### src/rtl/dmem_arbiter.sv
// dmem_arbiter: shares the single-port data memory between the CPU load/store
// path (port 0) and the UART loader/debug path (port 1).
// Accesses are serialised through IDLE -> ISSUE -> (WAIT) -> RESP, and read
// data returns through a registered response pulse.
// Optional feature macro: DMEM_ARB_RR_EN
//   undefined: fixed priority to port 0 with a starvation guard for port 1
//   defined:   round-robin arbitration, no starvation counter
module dmem_arbiter #(
  parameter int ADDR_W       = 32,
  parameter int DATA_W       = 32,
  parameter int READ_LATENCY = 1,
  parameter int STARVE_LIMIT = 8
) (
  input  logic              clk,
  input  logic              rst,
  input  logic              p0_re,
  input  logic              p0_we,
  input  logic [ADDR_W-1:0] p0_addr,
  input  logic [DATA_W-1:0] p0_wdata,
  output logic              p0_ready,
  output logic              p0_rsp_valid,
  input  logic              p1_re,
  input  logic              p1_we,
  input  logic [ADDR_W-1:0] p1_addr,
  input  logic [DATA_W-1:0] p1_wdata,
  output logic              p1_ready,
  output logic              p1_rsp_valid,
  output logic [DATA_W-1:0] rsp_rdata,
  output logic              mem_re,
  output logic              mem_we,
  output logic [ADDR_W-1:0] mem_addr,
  output logic [DATA_W-1:0] mem_wdata,
  input  logic [DATA_W-1:0] mem_rdata,
  output logic              busy
);

  typedef enum logic [1:0] {
    IDLE  = 2'd0,
    ISSUE = 2'd1,
    WAIT  = 2'd2,
    RESP  = 2'd3
  } state_t;

  // Value loaded into the latency counter when a read is issued.
  localparam logic [2:0] LAT_LOAD = 3'(READ_LATENCY - 1);

  state_t            state;
  state_t            state_next;
  logic [2:0]        lat_cnt;
  logic              grant_q;
  logic              write_q;
  logic              rsp_valid_q;
  logic [ADDR_W-1:0] addr_q;
  logic [DATA_W-1:0] wdata_q;
  logic [DATA_W-1:0] rdata_q;

  logic              req0;
  logic              req1;
  logic              any_req;
  logic              win1;
  logic              arb_now;

  assign req0    = p0_re | p0_we;
  assign req1    = p1_re | p1_we;
  assign any_req = req0 | req1;
  assign arb_now = (state == IDLE) && any_req;

`ifdef DMEM_ARB_RR_EN
  // Last port served; 0 after reset means port 0 counts as last served.
  logic last_grant;

  // Round-robin pick: on a tie the port not served last goes ahead.
  always_comb begin
    win1 = 1'b0;
    if (req0 && req1) begin
      win1 = ~last_grant;
    end else if (req1) begin
      win1 = 1'b1;
    end
  end

  // Remember which port was granted at each IDLE arbitration.
  always_ff @(posedge clk) begin
    if (rst) begin
      last_grant <= 1'b0;
    end else if (arb_now) begin
      last_grant <= win1;
    end
  end
`else
  localparam logic [7:0] STARVE_MAX = 8'(STARVE_LIMIT);

  logic [7:0] starve_cnt;

  // Fixed priority to port 0 unless port 1 has lost STARVE_LIMIT times in a row.
  always_comb begin
    win1 = 1'b0;
    if (req0 && req1) begin
      win1 = (starve_cnt == STARVE_MAX);
    end else if (req1) begin
      win1 = 1'b1;
    end
  end

  // Count port 1 losses (saturating), clear when port 1 finally wins.
  always_ff @(posedge clk) begin
    if (rst) begin
      starve_cnt <= 8'd0;
    end else if (arb_now && req1) begin
      if (win1) begin
        starve_cnt <= 8'd0;
      end else if (starve_cnt != STARVE_MAX) begin
        starve_cnt <= starve_cnt + 8'd1;
      end
    end
  end
`endif

  // State register.
  always_ff @(posedge clk) begin
    if (rst) begin
      state <= IDLE;
    end else begin
      state <= state_next;
    end
  end

  // Next-state decode: writes return to IDLE straight after ISSUE, reads
  // wait out the memory latency before the response cycle.
  always_comb begin
    state_next = state;
    case (state)
      IDLE: begin
        if (any_req) begin
          state_next = ISSUE;
        end
      end
      ISSUE: begin
        if (write_q) begin
          state_next = IDLE;
        end else if (READ_LATENCY == 1) begin
          state_next = RESP;
        end else begin
          state_next = WAIT;
        end
      end
      WAIT: begin
        if (lat_cnt <= 3'd1) begin
          state_next = RESP;
        end
      end
      RESP: begin
        state_next = IDLE;
      end
      default: begin
        state_next = IDLE;
      end
    endcase
  end

  // Datapath: latch the winner's request in IDLE, run the latency counter,
  // and capture read data in RESP so the response pulse comes from a register.
  always_ff @(posedge clk) begin
    if (rst) begin
      grant_q     <= 1'b0;
      write_q     <= 1'b0;
      addr_q      <= '0;
      wdata_q     <= '0;
      rdata_q     <= '0;
      lat_cnt     <= 3'd0;
      rsp_valid_q <= 1'b0;
    end else begin
      rsp_valid_q <= 1'b0;
      case (state)
        IDLE: begin
          if (any_req) begin
            grant_q <= win1;
            write_q <= win1 ? p1_we : p0_we;
            addr_q  <= win1 ? p1_addr : p0_addr;
            wdata_q <= win1 ? p1_wdata : p0_wdata;
          end
        end
        ISSUE: begin
          lat_cnt <= LAT_LOAD;
        end
        WAIT: begin
          lat_cnt <= lat_cnt - 3'd1;
        end
        RESP: begin
          rdata_q     <= mem_rdata;
          rsp_valid_q <= 1'b1;
        end
        default: begin
        end
      endcase
    end
  end

  // The response pulse appears in the IDLE cycle after RESP; grant_q still
  // names the reading port then, since it only reloads at the end of IDLE.
  assign p0_ready     = (state == ISSUE) && !grant_q;
  assign p1_ready     = (state == ISSUE) &&  grant_q;
  assign mem_re       = (state == ISSUE) && !write_q;
  assign mem_we       = (state == ISSUE) &&  write_q;
  assign mem_addr     = addr_q;
  assign mem_wdata    = wdata_q;
  assign rsp_rdata    = rdata_q;
  assign p0_rsp_valid = rsp_valid_q && !grant_q;
  assign p1_rsp_valid = rsp_valid_q &&  grant_q;
  assign busy         = (state != IDLE);

endmodule
### config.mk
export PLATFORM = sky130hd
export DESIGN_NAME = dmem_arbiter
export DESIGN_NICKNAME = d
export VERILOG_FILES = /design/src/rtl/dmem_arbiter.sv
export SDC_FILE = /design/constraint.sdc
export NUM_CORES = 1
export LEC_CHECK = 0
export ABC_AREA = 1
export CORE_ASPECT_RATIO = 1.25
export CORE_MARGIN = 5
export CORE_UTILIZATION = 30
export DETAILED_ROUTE_END_ITERATION = 8
export HOLD_SLACK_MARGIN = 0.12
export PLACE_DENSITY = 0.64
export SYNTH_ARGS = -nofsm -noshare
export SYNTH_HDL_FRONTEND = slang
export SYNTH_SLANG_ARGS = --single-unit
### constraint.sdc
create_clock -name clk -period 4.6 [get_ports clk]
set_input_delay 0.69 -clock clk [delete_from_list [all_inputs] [get_ports clk]]
set_output_delay 0.69 -clock clk [all_outputs]
set_load 0.005 [all_outputs]
# Word level (Yosys, flattened, before mapping)
# Cells that the tools add are included.
# totals
register_bits	112
# op_classes
add_sub_neg	2
order_cmp	1
eq_ne	7
mux	13
n_bitwise	3
reduce_logical	18
# op_table
cell	n
$mux W32	2
$mux W8	2
$logic_and A1 B1 Y1	9
$add A8 B1 Y8 const B	1
$eq A8 B4 Y1 const B	1
$ne A8 B4 Y1 const B	1
$pmux W2 S4	1
$mux W2	3
$pmux W3 S2	1
$reduce_and A2 Y1	3
$reduce_bool A2 Y1	3
$eq A2 B2 Y1 const B	2
$mux W1	4
$ne A2 B2 Y1 const B	2
$le A3 B1 Y1 const B	1
$or A1 B1 Y1	3
$sub A3 B1 Y3 const B	1
$eq A2 B1 Y1 const B	1
$logic_not A1 Y1	2
$logic_not A2 Y1	1

# Depth between registers and ports, before layout
# depth
depth_word	5
mapped_depth	10
ltp_nobuf	10

# Least setup slack after synthesis
# Ideal clock, no wire load.
# synth_path
path_kind	in2reg
from	input p1_re
to	register wdata_q[23], in the netlist mem_wdata[23]
arrival_time_ns	1.530
required_ns	4.468
path_slack_ns	2.937
cell_stages	7
n_path_buf	1
path_cell_list	nor2_4 inv_1 nand2_2 buf_2 nand3_2 nand3_1 a21oi_1
# synth_between
elab_chain_len	4
elab_cells_between_ends	7
cone_classes	3 x mux; 2 x bitwise; 2 x reduce/logical
# synth_rtl
item	line_no	rtl
start: declaration	22	input logic p1_re,
$or A1 B1 Y1 *	64	assign req1 = p1_re | p1_we;
$mux W1 / $logic_and A1 B1 Y1 (equally long branches)	100, 98	
$mux W1	98	if (req0 && req1) begin
$mux W32	180	wdata_q <= win1 ? p1_wdata : p0_wdata;
end signal: assignment	180	
end: declaration	54	logic [DATA_W-1:0] wdata_q;
# Every way passes the cells marked *; elsewhere a longest branch is shown, timed or not.
# A chain may end at the register's enable or synchronous reset.

# Worst setup path in the final report
# layout_path
from	input p1_we
to	register starve_cnt[4]
# layout_between
elab_chain_len	5
elab_cells_between_ends	10
cone_classes	3 x mux; 2 x bitwise; 5 x reduce/logical
# layout_rtl
item	line_no	rtl
start: declaration	23	input logic p1_we,
$or A1 B1 Y1 *	64	
$mux W1 (tied with other cells)	100	end else if (req1) begin
$mux W1 / $logic_and A1 B1 Y1 (equally long branches)	98, 66	
$reduce_bool A2 Y1 (no line) / $logic_and A1 B1 Y1 (equally long branches)	n/a	
$reduce_and A2 Y1 (no line)	n/a	
end signal: assignment	113	starve_cnt <= starve_cnt + 8'd1;
end: declaration	93	logic [7:0] starve_cnt;
# Marks and branches as above.

==> qor.yml <==
yosys_warnings: 0
dominantRegCellSynth: "dfxtp_1"
dp.cells: 1319
cts_sinks: 112
insertion_delay_ps: 350
n_fill_cell: 1986
setup_viol: 0
hold_path_end: "mem_wdata[24]$_SDFFE_PP0P_"
fp.dieW_um: 136
reg2reg_slack_ps: 2050
grt_pass1_wl_mm: 30.4
power_density_nw_per_um2: 362
rows: 57
min_path_cells: 2
rsz0062_at_grt: "false"
setup_tns_ps: 0
synth_edf_count: 0
syn_area_um2: 5910
fin_ws_ps: 2010
min_path_type: "reg -> reg"
r2r-start: "starve_cnt[0]$_SDFFE_PP0P_"
ctsResizeCount: 0
min_period_over_period: 0.562
portBuffers: 268
die_area_um2: 22600
ff2ff_path_depth: 8
path_max_fanout: 66
grt_pass1_vias: 5734
dr.pass1.iters: 4
dr.first_iter.drc_count: 330
seq_area_frac_synth: 0.379
path_cells: "clkdlybuf4s50_1, nor2_4, inv_2, buf_4, nand2_1, nor3_1, nand2_1, xor2_1, nor2_1"
worst_pin_slew_ps: 1130
wl_per_cell_um: 14.8
syn_inst: 837
slowest_stage: "buf_4"
ioPinCount: 269
fin_crit_ps: 2590
cts_htree_levels: 3
drt_wl_total_mm: 19.7
cts_setup_buffers: 0
crit_required_ps: 4830
crit_arrival_ps: 2820
start_kind: "primary input"
ir_drop_mv: 0.267
globalRoute.totalOverflow: 0
antenna_found_initial: 0
final_util: 0.459
min-delay-start: "mem_wdata[24]$_SDFFE_PP0P_"
critical_path_class: "in -> reg"
numCtsBuffers: 9
r2r-end: "mem_wdata[22]$_SDFFE_PP0P_"
avgSynthCellArea_um2: 7.06
synthArstFlopShare: 0
fin_skew_ps: 10.3
hold_violations: 0
hpwl_mm: 13.6
layout-drive-gt1-share: 0.0795
post-route-drc-count: 0
cts-root-buf: "clkbuf_16"
fmax_ghz: 0.387
holdBufCountCts: 0
vias_per_cell: 4.57
maxCapViolations: 0
cts_tree: "yes"
endpoint_kind: "register"
antenna-diode-count: 0
status: "finished, final reports clean"
grt_max_degree: 72
ant_nets: 0
fin_nets: 1238
ctsLongestPathBuffers: 2
report.final.slew_viol_count: 0
clkTransAtPathRegs_ps: 70
vias: 6092
place_ws_ps: 1690
syn_nets: 1010
start_util: 0.305
die_h_um: 167
crit_path_frequent_cell: "nand2_1"
synth_cell_types: 32
gp_congestion: 0.842
slowest_delay_ps: 600
core-area_um2: 19400
area_growth_pct: 50.5
slew-limit-headroom: 0.243
stdcell_count: 1334
track_usage: 0.166
ys_seq_elements: 112
cellLeakagePower_nw: 4.01
==> layout make-up <==
type | instances | area, um^2 | area share
inverters | 157 | 589 | 0.0662
clock buffers | 9 | 225 | 0.0253
well taps | 265 | 332 | 0.0373
flip-flops and latches | 112 | 2240 | 0.252
repair buffers | 274 | 2720 | 0.306
clock inverters | 6 | 50.0 | 0.00563
multi-input cells | 511 | 2740 | 0.307
==> layout by cell type (no fill, tap or decap), types with 2 or more instances in the layout <==
| master | count |
|---|---|
| clkdlybuf4s50_1 | 267 |
| inv_1 | 154 |
| nand3_1 | 148 |
| dfxtp_1 | 112 |
| nand2_1 | 91 |
| nor2_1 | 80 |
| a21oi_1 | 71 |
| nand3_2 | 49 |
| o21ai_0 | 37 |
| clkbuf_16 | 9 |
| ha_1 | 7 |
| buf_4 | 6 |
| nor3_1 | 4 |
| nand4_1 | 4 |
| inv_2 | 3 |
| nor2_4 | 3 |
| inv_6 | 3 |
| nand2_4 | 2 |
| a211oi_1 | 2 |
==> Yosys cell counts, types with 2 or more instances <==
| library cell | instances | area share |
|---|---|---|
| inv_1 | 155 | 0.098 |
| nand3_1 | 148 | 0.13 |
| dfxtp_1 | 112 | 0.38 |
| nand2_1 | 91 | 0.058 |
| nor2_1 | 80 | 0.051 |
| a21oi_1 | 71 | 0.060 |
| nand3_2 | 49 | 0.083 |
| o21ai_0 | 37 | 0.031 |
| buf_2 | 23 | 0.019 |
| clkbuf_1 | 18 | 0.011 |
| buf_6 | 12 | 0.023 |
| ha_1 | 7 | 0.015 |
| nand4_1 | 4 | 0.0042 |
| nor3_1 | 4 | 0.0034 |
| buf_4 | 3 | 0.0038 |
| nor2_4 | 3 | 0.0057 |
| a211oi_1 | 2 | 0.0025 |
| inv_2 | 2 | 0.0013 |
| nand2_2 | 2 | 0.0021 |
| o21ai_2 | 2 | 0.0030 |
==> critical path, delay by kind of cell <==
family | cells | cell delay, ps
buffers and inverters | 3 | 1220
AND/OR/NAND/NOR | 5 | 740
XOR/XNOR | 1 | 150
==> per-stage QoR <==
stage | hold WS (ps) | area, um^2 | total power [mW]
finish | 465 | 8900 | 3.22
global route | 478 | 8900 | 3.44
CTS | 467 | 8900 | 3.28
detailed placement | 454 | 8620 | 2.50
global placement | 451 | 8620 | 2.49
floorplan | 460 | 5910 | 1.87
==> cell families (layout without fill, tap and decap cells) <==
| logic type | after synthesis | in the layout | synth area share |
|---|---|---|---|
| and+or+nand+nor | 385 | 385 | 0.338 |
| buffers and inverters | 214 | 446 | 0.160 |
| AOI/OAI and AO/OA | 117 | 117 | 0.105 |
| DFF | 112 | 112 | 0.379 |
| adders and majority gates | 7 | 7 | 0.0148 |
| xor gates and xnor gates | 2 | 2 | 0.00296 |
==> worst max-delay path by stage <==
stage / start / endpoint / slack, ps / cells past startpoint
after detailed placement: p1_we / starve_cnt[4]$_SDFFE_PP0P_ / 1690 / 9
after global placement: p0_we / mem_addr[30]$_SDFFE_PP0P_ / 1720 / 7
after CTS: state[0]$_SDFFE_PP0P_ / busy / 2010 / 4
after global routing: starve_cnt[0]$_SDFFE_PP0P_ / starve_cnt[4]$_SDFFE_PP0P_ / 1820 / 7
after floorplan: p1_re / mem_wdata[23]$_SDFFE_PP0P_ / 2940 / 7
final: p1_we / starve_cnt[4]$_SDFFE_PP0P_ / 2010 / 9
==> routing by layer <==
metal / vias to the layer above / global-route usage / share of wire
met5: - / 0 / 0
met4: 0 / 0.0434 / 0.013
met3: 14 / 0.0507 / 0.096
met2: 214 / 0.281 / 0.48
met1: 2764 / 0.204 / 0.41
li1: 3100 / - / -
==> sequential cells by signal, indices dropped and copies added (netlist names) <==
name and cells:
rsp_valid_q 1, mem_wdata 32, grant_q 1, state 2, mem_addr 32, lat_cnt 3, starve_cnt 8, rsp_rdata 32
write_q 1
==> power by group <==
group | total [mW] | internal [mW] | switching, mW
clock | 0.759 | 0.374 | 0.384
combinational | 1.21 | 0.615 | 0.592
sequential | 1.25 | 1.15 | 0.102
total | 3.22 | 2.14 | 1.08
Note: power is estimated with default switching activity, not from simulation.
